<file path="src/rtl/pipe_hazard_ctrl.sv">
// Hazard, forwarding and memory-wait sequencing for the 5-stage pipeline.
// Stall, flush and forwarding outputs are combinational from the inputs and the FSM state; mem_timeout and stall_cnt are registered.
// A data memory wait freezes every pipe register; a load-use or branch hazard stalls the front end; the ERR state freezes the pipe until reset.
module pipe_hazard_ctrl #(
    parameter int MAX_WAIT = 16,
    parameter int CNT_W    = 16
) (
    input  logic             clk,
    input  logic             rst_n,
    input  logic [4:0]       rs_D,
    input  logic [4:0]       rt_D,
    input  logic [4:0]       rs_E,
    input  logic [4:0]       rt_E,
    input  logic [4:0]       writereg_E,
    input  logic [4:0]       writereg_M,
    input  logic [4:0]       writereg_W,
    input  logic             RegWrite_E,
    input  logic             RegWrite_M,
    input  logic             RegWrite_W,
    input  logic             MemtoReg_E,
    input  logic             MemtoReg_M,
    input  logic             branch_D,
    input  logic             pcsrc_D,
    input  logic             jump_D,
    input  logic             memacc_M,
    input  logic             dmem_ready,
    output logic             stall_F,
    output logic             stall_D,
    output logic             stall_E,
    output logic             stall_M,
    output logic             flush_D,
    output logic             flush_E,
    output logic             flush_W,
    output logic [1:0]       fwdA_E,
    output logic [1:0]       fwdB_E,
    output logic             fwdA_D,
    output logic             fwdB_D,
    output logic             mem_timeout,
    output logic [CNT_W-1:0] stall_cnt
);

    // Wide enough to hold MAX_WAIT-1 plus headroom.
    localparam int WCW = $clog2(MAX_WAIT + 1);

    typedef enum logic [1:0] {RUN, WAIT, ERR} state_t;

    state_t         state;
    logic [WCW-1:0] wait_cnt;
    logic           lw_stall;
    logic           br_stall;
    logic           hz;
    logic           freeze;
    logic           mem_wait;

    // Register 0 is hardwired, so a destination of 0 never creates a dependency.
    function automatic logic dep(input logic [4:0] dst, input logic [4:0] src);
        return (dst != 5'd0) && (dst == src);
    endfunction

    // Operand forwarding selects; MEM result has priority over WB. Forced to 0 in reset.
    always_comb begin
        fwdA_E = 2'b00;
        fwdB_E = 2'b00;
        fwdA_D = 1'b0;
        fwdB_D = 1'b0;
        if (rst_n) begin
            if (RegWrite_M && dep(writereg_M, rs_E))      fwdA_E = 2'b10;
            else if (RegWrite_W && dep(writereg_W, rs_E)) fwdA_E = 2'b01;
            if (RegWrite_M && dep(writereg_M, rt_E))      fwdB_E = 2'b10;
            else if (RegWrite_W && dep(writereg_W, rt_E)) fwdB_E = 2'b01;
            fwdA_D = RegWrite_M && dep(writereg_M, rs_D);
            fwdB_D = RegWrite_M && dep(writereg_M, rt_D);
        end
    end

    // Hazard detection: load-use into ID, and branch operands not yet available in ID.
    always_comb begin
        lw_stall = MemtoReg_E && (dep(rt_E, rs_D) || dep(rt_E, rt_D));
        br_stall = branch_D &&
                   ((RegWrite_E && (dep(writereg_E, rs_D) || dep(writereg_E, rt_D))) ||
                    (MemtoReg_M && (dep(writereg_M, rs_D) || dep(writereg_M, rt_D))));
        hz       = lw_stall || br_stall;
        mem_wait = memacc_M && !dmem_ready;
        freeze   = (state == ERR) || mem_wait;
    end

    // Stall/flush priority: freeze over hazard over branch/jump redirect.
    always_comb begin
        stall_F = 1'b0;
        stall_D = 1'b0;
        stall_E = 1'b0;
        stall_M = 1'b0;
        flush_D = 1'b0;
        flush_E = 1'b0;
        flush_W = 1'b0;
        if (rst_n) begin
            if (freeze) begin
                stall_F = 1'b1;
                stall_D = 1'b1;
                stall_E = 1'b1;
                stall_M = 1'b1;
                flush_W = 1'b1;
            end else if (hz) begin
                stall_F = 1'b1;
                stall_D = 1'b1;
                flush_E = 1'b1;
            end else begin
                flush_D = pcsrc_D || jump_D;
            end
        end
    end

    // Memory-wait watchdog: counts consecutive not-ready cycles, ERR is terminal until reset.
    always_ff @(posedge clk or negedge rst_n) begin
        if (!rst_n) begin
            state       <= RUN;
            wait_cnt    <= '0;
            mem_timeout <= 1'b0;
        end else begin
            case (state)
                RUN: begin
                    if (mem_wait) begin
                        state    <= WAIT;
                        wait_cnt <= WCW'(1);
                    end
                end
                WAIT: begin
                    if (dmem_ready || !memacc_M) begin
                        state    <= RUN;
                        wait_cnt <= '0;
                    end else if (wait_cnt == WCW'(MAX_WAIT - 1)) begin
                        state       <= ERR;
                        mem_timeout <= 1'b1;
                    end else begin
                        wait_cnt <= wait_cnt + WCW'(1);
                    end
                end
                ERR: begin
                    mem_timeout <= 1'b1;
                end
                default: begin
                    state    <= RUN;
                    wait_cnt <= '0;
                end
            endcase
        end
    end

    // Saturating count of front-end stall cycles.
    always_ff @(posedge clk or negedge rst_n) begin
        if (!rst_n) begin
            stall_cnt <= '0;
        end else if (stall_F && (stall_cnt != {CNT_W{1'b1}})) begin
            stall_cnt <= stall_cnt + CNT_W'(1);
        end
    end

endmodule

</file>
<file path="config.mk">
export PLATFORM = sky130hd
export DESIGN_NAME = pipe_hazard_ctrl
export DESIGN_NICKNAME = d
export VERILOG_FILES = /design/src/rtl/pipe_hazard_ctrl.sv
export SDC_FILE = /design/constraint.sdc
export NUM_CORES = 1
export LEC_CHECK = 0
export CAP_MARGIN = 20
export CORE_MARGIN = 5
export CORE_UTILIZATION = 41
export CTS_CLUSTER_SIZE = 8
export DETAILED_ROUTE_END_ITERATION = 12
export MAX_ROUTING_LAYER = met4
export PLACE_DENSITY_LB_ADDON = 0.2
export RECOVER_POWER = 50
export SLEW_MARGIN = 5
export SYNTH_ARGS = -nofsm -noshare
export SYNTH_HDL_FRONTEND = slang
export SYNTH_SLANG_ARGS = --single-unit
</file>
<file path="constraint.sdc">
create_clock -name clk -period 3.5 [get_ports clk]
set_input_delay 1.05 -clock clk [delete_from_list [all_inputs] [get_ports clk]]
set_output_delay 1.05 -clock clk [all_outputs]
set_load 0.02 [all_outputs]
</file>
==> out/qor.txt, run 1 <==
Post-synth EDFFs - 0
Clock Path Buffers - 2
Hold slack - 0.467 ns
Fmax - 0.285 GHz
Htree depth - 1
# fillers - 430
PD cells - 316 nW/um2
HP Class - flip-flop to flip-flop
Synth top cells by count - xnor2_1, dfrtp_1, xor2_1, and3_1
Worst slew margin - 63.2%
Pin count of the biggest net entering global routing - 17
RSZ-0062 raised after global routing - yes
Worst slew pin tran - 0.552 ns
Top FF cell, synth - dfrtp_1
Gr usage total - 20.0%
Setup WS pre-CTS - -0.792 ns
Number of buffers added on ports - 76
Mapped Cells - 233
Placed Instance Area - 3120 um2
Crit path DAT - 2.46 ns
Fin crit period - 3.51 ns
1st-pass router iterations - 4
Failing checks - negative setup slack
Final nets - 396
Share of cells above drive strength 1 - 28.9%
Post-synth ARST share - 100%
Clk sinks - 24
Row count - 25
Critical path class - primary input to output pin
Area grow syn2layout - 56.0%
CP Capture Type - output pin
Initial antenna violation count - 0
Chip Width - 81.0 um
Synth area leader - dfrtp_1
Status - finished with violations
Crit-path max FO - 2
R2r setup slk - 1.42 ns
Antenna cells - 0
Clk root buf - clkbuf_8
Placer Congestion - 0.864
Clock latency on the worst-skew pair - 0.27 ns
Synth Cell Area - 2070 um2
WL final - 6190 um
DRT iter0 DRCs - 79
Ys Warns - 0
Max-slew violations - 0
MaxCap Viol Count - 0
Syn avg cell area - 8.88 um2
Final design utilization - 67.0%
Detailed placement HPWL - 5000 um
Fin Clk Skew - 0.00223 ns
Global route overflow - 0
Worst Path Required - 2.45 ns
Seq/Total Area, Yosys - 29.0%
Die H - 81.0 um
Starting Density - 42.9%
Post-synthesis cell type count - 40
Share of the synthesized area in the top cell type - 29.0%
Synth top area cells - dfrtp_1, xnor2_1, xor2_1
Final Hold Fails - 0
Cell with the most instances after synthesis - xnor2_1
Syn nets - 286
Drt drc - 0
Via count - 2101
Vias per Instance - 5.14
Register bit total from synthesis - 24
Die area - 6570 um2
Final worst slack - -0.0143 ns
Crit share post-route - 100%
TritonCTS clock tree - built
Routed WL per cell - 15.1 um
Worst VDD drop - 222 uV
Setup crit start kind - primary input
CTS Buf Count - 3
Static leakage - 1.40 nW
First-pass GRT wire length - 9950 um
CORE AREA - 4820 um2
Clock transition at path regs - 0.08 ns
Number of global-route vias before repair - 2102
Antenna-violating nets left - 0
CTS Hold Bufs - 0
Cell area after layout - 3230 um2
Final Setup Violations - 3
I/O Pins - 77
-- critical path: stages --
cell	delay [ns]
buf_6	0.09
or3_1	0.35
o311a_1	0.30
a32oi_2	0.25
nand2_1	0.12
and3_4	0.18
buf_6	0.12
-- placed cells by master (no fill, tap or decap), types with 3 or more instances in the layout --
cell type and n:
buf_2 10, clkdlybuf4s50_1 24, a21oi_1 4, o21ai_0 6, buf_4 42, nand4_1 9
nor4_4 3, nor3_2 3, and3_1 14, and2_1 5, clkbuf_8 4, inv_1 6
nand3_1 14, dlygate4sd2_1 17, buf_6 11, xor2_1 18, dfrtp_1 24, a31oi_1 3
nor2_1 9, ha_1 6, xnor2_1 45, nand2_1 13, dlygate4sd3_1 4, nand3_2 3
clkbuf_2 6
-- cell families (layout without fill, tap and decap cells) --
| logic type | Yosys count | count (layout) | synth area share (%) |
|---|---|---|---|
| simple gates | 91 | 91 | 25.3 |
| fa+ha+maj | 6 | 6 | 3.63 |
| buf+inv | 21 | 130 | 5.20 |
| compound gates | 25 | 25 | 8.65 |
| xor+xnor | 64 | 64 | 27.1 |
| mux | 2 | 2 | 1.09 |
| flops | 24 | 24 | 29.0 |
-- what timing repair did --
action	4_1_cts	5_1_grt
gates cloned	0	0
gates resized for setup	133	31
pin swaps	20	21
buffers inserted	3	2
setup endpoints to repair	13	13
-- sequential cells by signal, summed over array words and instances (netlist names) --
name	cells
mem_timeout	1
wait_cnt	5
state	2
stall_cnt	16
-- worst paths after layout --
check                      depth (start not counted)             to          start
hold reg to reg                                    1    mem_timeout    mem_timeout
min in group asynchronous                          2  stall_cnt[11]          rst_n
setup / recovery                                   7        flush_E  writereg_E[0]
hold / removal                                     1    mem_timeout    mem_timeout
setup reg to reg                                  10   stall_cnt[1]       state[0]
max in group asynchronous                          3    mem_timeout          rst_n
-- per-stage QoR --
step / std cells / TNS (ns) / power (mW)
2_1_floorplan: 233 / 0 / 0.610
3_3_place_gp: 400 / -8.17 / 0.810
3_5_place_dp: 400 / -8.38 / 0.821
4_1_cts: 407 / -0.108 / 1.02
5_1_grt: 409 / -0.244 / 1.09
6_report: 409 / -0.0281 / 1.02
-- layout make-up --
cell class                      count  area [um2]  share of cell area (%)
Clock buffer                        4        55.1                    1.71
Inverter                            6        22.5                   0.698
Multi-Input combinational cell    188        1470                    45.4
Sequential cell                    24         601                    18.6
Tap cell                           67        83.8                    2.60
Timing Repair Buffer              120         998                    31.0
-- layer usage --
metal / GRT usage (%) / vias up / part of all wire, %
met5: - / - / 0
met4: 6.25 / 0 / 0.86
met3: 3.77 / 7 / 5.7
met2: 34.0 / 52 / 51
met1: 24.0 / 1015 / 42
li1: - / 1027 / -
-- where the power goes --
group	switching (mW)	total [mW]	internal, mW
registers	0.0481	0.368	0.320
clock network	0.0931	0.194	0.101
logic	0.222	0.456	0.234
Power figures use the tool's default switching activity.
==> inputs of run 2 (changes only) <==
--- a/config.mk
+++ b/config.mk
@@ -6,8 +6,7 @@
 export NUM_CORES = 1
 export LEC_CHECK = 0
 export CAP_MARGIN = 20
-export CORE_MARGIN = 5
-export CORE_UTILIZATION = 41
+export CORE_UTILIZATION = 30
 export CTS_CLUSTER_SIZE = 8
 export DETAILED_ROUTE_END_ITERATION = 12
 export MAX_ROUTING_LAYER = met4
==> out/qor.txt, run 2 (same netlist as run 1, synthesis figures left out) <==
Status - finished with violations (unchanged)
Failing checks - negative setup slack (unchanged)
Clock latency on the worst-skew pair - 0.26 ns (was 0.27 ns)
Worst Path Required - 2.45 ns (about the same)
Placed Instance Area - 3070 um2 (was 3120 um2)
RSZ-0062 raised after global routing - yes (unchanged)
Critical path class - primary input to output pin (unchanged)
CP Capture Type - output pin (unchanged)
Static leakage - 1.34 nW (was 1.40 nW)
Final Hold Fails - 0 (unchanged)
DRT iter0 DRCs - 35 (was 79)
Final Setup Violations - 3 (unchanged)
Worst VDD drop - 190 uV (was 222 uV)
Top flop regs - stall_cnt x16, wait_cnt x5, state x2 (unchanged)
Die area - 7230 um2 (was 6570 um2)
Reg with most FFs - stall_cnt (unchanged)
Number of buffers added on ports - 76 (unchanged)
Clk sinks - 24 (unchanged)
Setup crit start - writereg_E[1] (was writereg_E[0])
HP Class - flip-flop to flip-flop (unchanged)
Placer Congestion - 0.839 (was 0.864)
Gr usage total - 16.7% (was 20.0%)
R2R Path Start - stall_cnt[6] (was state[0])
Setup crit start kind - primary input (unchanged)
Number of global-route vias before repair - 2005 (was 2102)
Htree depth - 1 (unchanged)
Drt drc - 0 (unchanged)
Max reg flops - 16 (unchanged)
Crit share post-route - 102% (was 100%)
Pin count of the biggest net entering global routing - 24 (was 17)
Final nets - 383 (was 396)
PD cells - 318 nW/um2 (was 316 nW/um2)
TritonCTS clock tree - built (unchanged)
Worst slew margin - 23.1% (was 63.2%)
Hold slack - 0.473 ns (was 0.467 ns)
Initial antenna violation count - 0 (unchanged)
Detailed placement HPWL - 4420 um (was 5000 um)
I/O Pins - 77 (unchanged)
Commonest non-fill, non-tap cell in the layout - xnor2_1 (unchanged)
Starting Density - 31.8% (was 42.9%)
Chip Width - 85.0 um (was 81.0 um)
Fin Clk Skew - 0.00648 ns (was 0.00223 ns)
Worst Min Path Start - mem_timeout (unchanged)
R2r setup slk - 1.55 ns (was 1.42 ns)
Global route overflow - 0 (unchanged)
Area grow syn2layout - 50.9% (was 56.0%)
Fmax - 0.281 GHz (was 0.285 GHz)
Clk root buf - clkbuf_8 (unchanged)
Row count - 29 (was 25)
Via count - 2003 (was 2101)
First-pass GRT wire length - 9480 um (was 9950 um)
1st-pass router iterations - 4 (unchanged)
Antenna-violating nets left - 0 (unchanged)
CORE AREA - 6490 um2 (was 4820 um2)
Crit-path max FO - 2 (unchanged)
Worst slew pin tran - 1.15 ns (was 0.552 ns)
Routed WL per cell - 14.0 um (was 15.1 um)
Clock transition at path regs - 0.08 ns (about the same)
# fillers - 645 (was 430)
CTS Buf Count - 3 (unchanged)
Crit path DAT - 2.51 ns (was 2.46 ns)
WL final - 5680 um (was 6190 um)
Vias per Instance - 4.93 (was 5.14)
Max-slew violations - 0 (unchanged)
MaxCap Viol Count - 0 (unchanged)
Fin crit period - 3.56 ns (was 3.51 ns)
Clock Path Buffers - 2 (unchanged)
Share of cells above drive strength 1 - 24.0% (was 28.9%)
Cell area after layout - 3120 um2 (was 3230 um2)
Antenna cells - 0 (unchanged)
Most frequent cells in the layout - xnor2_1, buf_4, dfrtp_1 (was xnor2_1, buf_4, clkdlybuf4s50_1, dfrtp_1, xor2_1)
Die H - 85.0 um (was 81.0 um)
Final worst slack - -0.0587 ns (was -0.0143 ns)
Setup WS pre-CTS - -0.809 ns (was -0.792 ns)
==> run 2: cell count changes in the layout (fill, tap and decap cells not counted), moves of 2 or more <==
cell and delta:
buf_2 -3, buf_4 -13, clkdlybuf4s15_1 +2, dlygate4sd2_1 +2
nor2b_1 +2, nor2b_2 -2
==> run 2: through the flow <==
stage,std cells,total power [mW],setup TNS [ns],util [%]
2_1_floorplan,233,0.610,0,-
3_3_place_gp,401,0.811,-7.73,47.3
3_5_place_dp,401,0.818,-7.72,47.3
4_1_cts,405,1.00,-0.277,47.6
5_1_grt,406,1.06,-0.529,48.1
6_report,406,0.993,-0.161,48.1
==> run 2: cell type report <==
| cell class | count | area, um2 | share of cell area (%) |
|---|---|---|---|
| Clock buffer | 4 | 55.1 | 1.76 |
| Inverter | 6 | 22.5 | 0.721 |
| Multi-Input combinational cell | 188 | 1440 | 46.2 |
| Sequential cell | 24 | 601 | 19.2 |
| Tap cell | 77 | 96.3 | 3.09 |
| Timing Repair Buffer | 107 | 906 | 29.0 |
==> run 2: path summary, 6_finish.rpt <==
| path | to | cells after the start |
|---|---|---|
| min in group asynchronous | stall_cnt[15] | 2 |
| worst min-delay path | mem_timeout | 1 |
| max in group asynchronous | stall_cnt[0] | 3 |
| worst max-delay path | flush_E | 7 |
| worst min register to register | mem_timeout | 1 |
| worst max register to register | stall_cnt[1] | 7 |
==> run 2: worst max-delay path: stages <==
cell and delay (ns):
buf_6 0.09, or3_4 0.37, o311a_1 0.30, a32oi_2 0.24, nand2_1 0.13, and3_4 0.19
buf_6 0.12
==> run 2: layer usage <==
layer	GRT usage (%)	wire, um	part of all wire (%)
met5	-	0	0
met3	2.04	321	5.6
met1	22.0	2590	46
met4	4.62	22	0.39
met2	27.0	2750	48
==> run 2: timing repair <==
action	in CTS	in global routing
endpoints found under the setup margin	13	10
pin swaps	10	15
hold buffers	0	0
gates resized for setup	116	30
setup buffers	0	1
==> run 2: report_power, final <==
group / switching, mW / internal, mW / total (mW)
registers: 0.0477 / 0.320 / 0.368
clock network: 0.0862 / 0.100 / 0.186
logic: 0.215 / 0.224 / 0.439
total: 0.349 / 0.644 / 0.993
==> inputs of run 3 (changes only) <==
--- a/config.mk
+++ b/config.mk
@@ -11,7 +11,6 @@
 export DETAILED_ROUTE_END_ITERATION = 12
 export MAX_ROUTING_LAYER = met4
 export PLACE_DENSITY_LB_ADDON = 0.2
-export RECOVER_POWER = 50
 export SLEW_MARGIN = 5
 export SYNTH_ARGS = -nofsm -noshare
 export SYNTH_HDL_FRONTEND = slang
==> out/qor.txt, run 3 (same netlist as run 1, synthesis figures left out) <==
Clock Path Buffers - 2 (unchanged)
Worst slew pin tran - 0.357 ns (was 1.15 ns)
Share of cells above drive strength 1 - 24.6% (was 24.0%)
MaxCap Viol Count - 0 (unchanged)
Final Setup Violations - 3 (unchanged)
Cell area after layout - 3130 um2 (was 3120 um2)
# fillers - 643 (was 645)
First-pass GRT wire length - 9480 um (unchanged)
Clock latency on the worst-skew pair - 0.26 ns (about the same)
I/O Pins - 77 (unchanged)
Crit path DAT - 2.51 ns (about the same)
RSZ-0062 raised after global routing - yes (unchanged)
Max-slew violations - 0 (unchanged)
WL final - 5670 um (was 5680 um)
Htree depth - 1 (unchanged)
Slowest-stage cell, CP - or3_4 (unchanged)
Static leakage - 1.34 nW (about the same)
HP Class - flip-flop to flip-flop (unchanged)
Crit share post-route - 102% (about the same)
Worst VDD drop - 190 uV (about the same)
Layout Cells excl Fill - 406 (unchanged)
CP Cell Sequence - buf_6 -> or3_4 -> o311a_1 -> a32oi_2 -> nand2_1 -> and3_4 -> buf_6 (unchanged)
DP Cell Count - 401 (unchanged)
Final worst slack - -0.0588 ns (was -0.0587 ns)
CTS Buf Count - 3 (unchanged)
Fmax - 0.281 GHz (unchanged)
Commonest non-fill, non-tap cell in the layout - xnor2_1 (unchanged)
Placer Congestion - 0.839 (unchanged)
Most frequent cells in the layout - xnor2_1, buf_4, clkdlybuf4s50_1 (was xnor2_1, buf_4, dfrtp_1)
Crit-path max FO - 2 (unchanged)
Row count - 29 (unchanged)
Clock transition at path regs - 0.08 ns (about the same)
1st-pass router iterations - 4 (unchanged)
Max incr delay on CP - 0.37 ns (about the same)
Final design utilization - 48.1% (about the same)
CP Capture Type - output pin (unchanged)
Area grow syn2layout - 51.2% (was 50.9%)
Die H - 85.0 um (unchanged)
Drt drc - 0 (unchanged)
Vias per Instance - 4.94 (was 4.93)
Critical path class - primary input to output pin (unchanged)
Gr usage total - 16.7% (unchanged)
Die area - 7230 um2 (unchanged)
Total Power - 0.995 mW (was 0.993 mW)
Fin crit period - 3.56 ns (about the same)
Max reg flops - 16 (unchanged)
Number of buffers added on ports - 76 (unchanged)
PD cells - 318 nW/um2 (about the same)
Multi-input logic area - 1440 um2 (unchanged)
Routed WL per cell - 14.0 um (about the same)
CTS Hold Bufs - 0 (unchanged)
Setup WS pre-CTS - -0.809 ns (unchanged)
Clk root buf - clkbuf_8 (unchanged)
Final nets - 383 (unchanged)
Via count - 2006 (was 2003)
Reg with most FFs - stall_cnt (unchanged)
Failing checks - negative setup slack (unchanged)
Setup crit start kind - primary input (unchanged)
Pin count of the biggest net entering global routing - 24 (unchanged)
CORE AREA - 6490 um2 (unchanged)
Placed Instance Area - 3070 um2 (unchanged)
Status - finished with violations (unchanged)
Final Hold Fails - 0 (unchanged)
Antenna-violating nets left - 0 (unchanged)
DRT iter0 DRCs - 37 (was 35)
Clk sinks - 24 (unchanged)
Initial antenna violation count - 0 (unchanged)
Detailed placement HPWL - 4420 um (unchanged)
Top flop regs - stall_cnt x16, wait_cnt x5, state x2 (unchanged)
Starting Density - 31.8% (unchanged)
Fin Clk Skew - 0.00702 ns (was 0.00648 ns)
Number of global-route vias before repair - 2005 (unchanged)
Antenna cells - 0 (unchanged)
Chip Width - 85.0 um (unchanged)
Worst Path Required - 2.45 ns (about the same)
TritonCTS clock tree - built (unchanged)
R2r setup slk - 1.57 ns (was 1.55 ns)
Worst slew margin - 76.1% (was 23.1%)
Global route overflow - 0 (unchanged)
CP dominant cell by count - buf_6 (unchanged)
Register area - 601 um2 (unchanged)
==> run 3: cell types whose count changed in the layout (fill, tap and decap cells not counted) <==
| cell | delta |
|---|---|
| clkbuf_1 | -2 |
| buf_4 | +1 |
| buf_2 | +1 |
| dlygate4sd3_1 | -5 |
| clkdlybuf4s50_1 | +5 |
| o21ai_0 | -2 |
| o21ai_1 | +2 |
==> run 3: cell type report <==
| type | instances | share of cell area, % |
|---|---|---|
| Clock buffer | 4 | 1.76 |
| Inverter | 6 | 0.720 |
| Multi-Input combinational cell | 188 | 46.1 |
| Sequential cell | 24 | 19.2 |
| Tap cell | 77 | 3.08 |
| Timing Repair Buffer | 107 | 29.1 |
==> run 3: routing by layer <==
layer  routed length, um  track usage, %
met1                2570            22.0
met2                2750            27.0
met3                 324            2.04
met4                  22            4.62
met5                   0               -
==> run 3: power breakdown <==
part	switching (mW)	internal, mW
clock	0.0864	0.100
sequential	0.0478	0.320
combinational	0.215	0.225
==> run 3: what timing repair did <==
item                                    in CTS  in global routing
endpoints found under the setup margin      13                 10
pin swaps                                   10                 15
setup buffers                                0                  1
resized for setup                          116                 30
==> run 3: path summary, 6_finish.rpt <==
| path | start | endpoint | cells past startpoint |
|---|---|---|---|
| setup / recovery | writereg_E[1] | flush_E | 7 |
| hold / removal | mem_timeout | mem_timeout | 1 |
| setup reg to reg | stall_cnt[6] | stall_cnt[1] | 7 |
| hold reg to reg | mem_timeout | mem_timeout | 1 |
| max in group asynchronous | rst_n | stall_cnt[0] | 3 |
| min in group asynchronous | rst_n | stall_cnt[15] | 2 |
==> run 3: through the flow <==
stage          TNS, ns  hold slack [ns]
2_1_floorplan        0            0.437
4_1_cts         -0.277            0.474
6_report        -0.160            0.479
3_3_place_gp     -7.73            0.458
5_1_grt         -0.413            0.514
3_5_place_dp     -7.72            0.455
==> run 3: critical path: cells and delay by family <==
kind	cells	cell delay (ns)
AND/OR/NAND/NOR	3	0.69
AO/OA/AOI/OAI	2	0.54
buffers and inverters	2	0.21
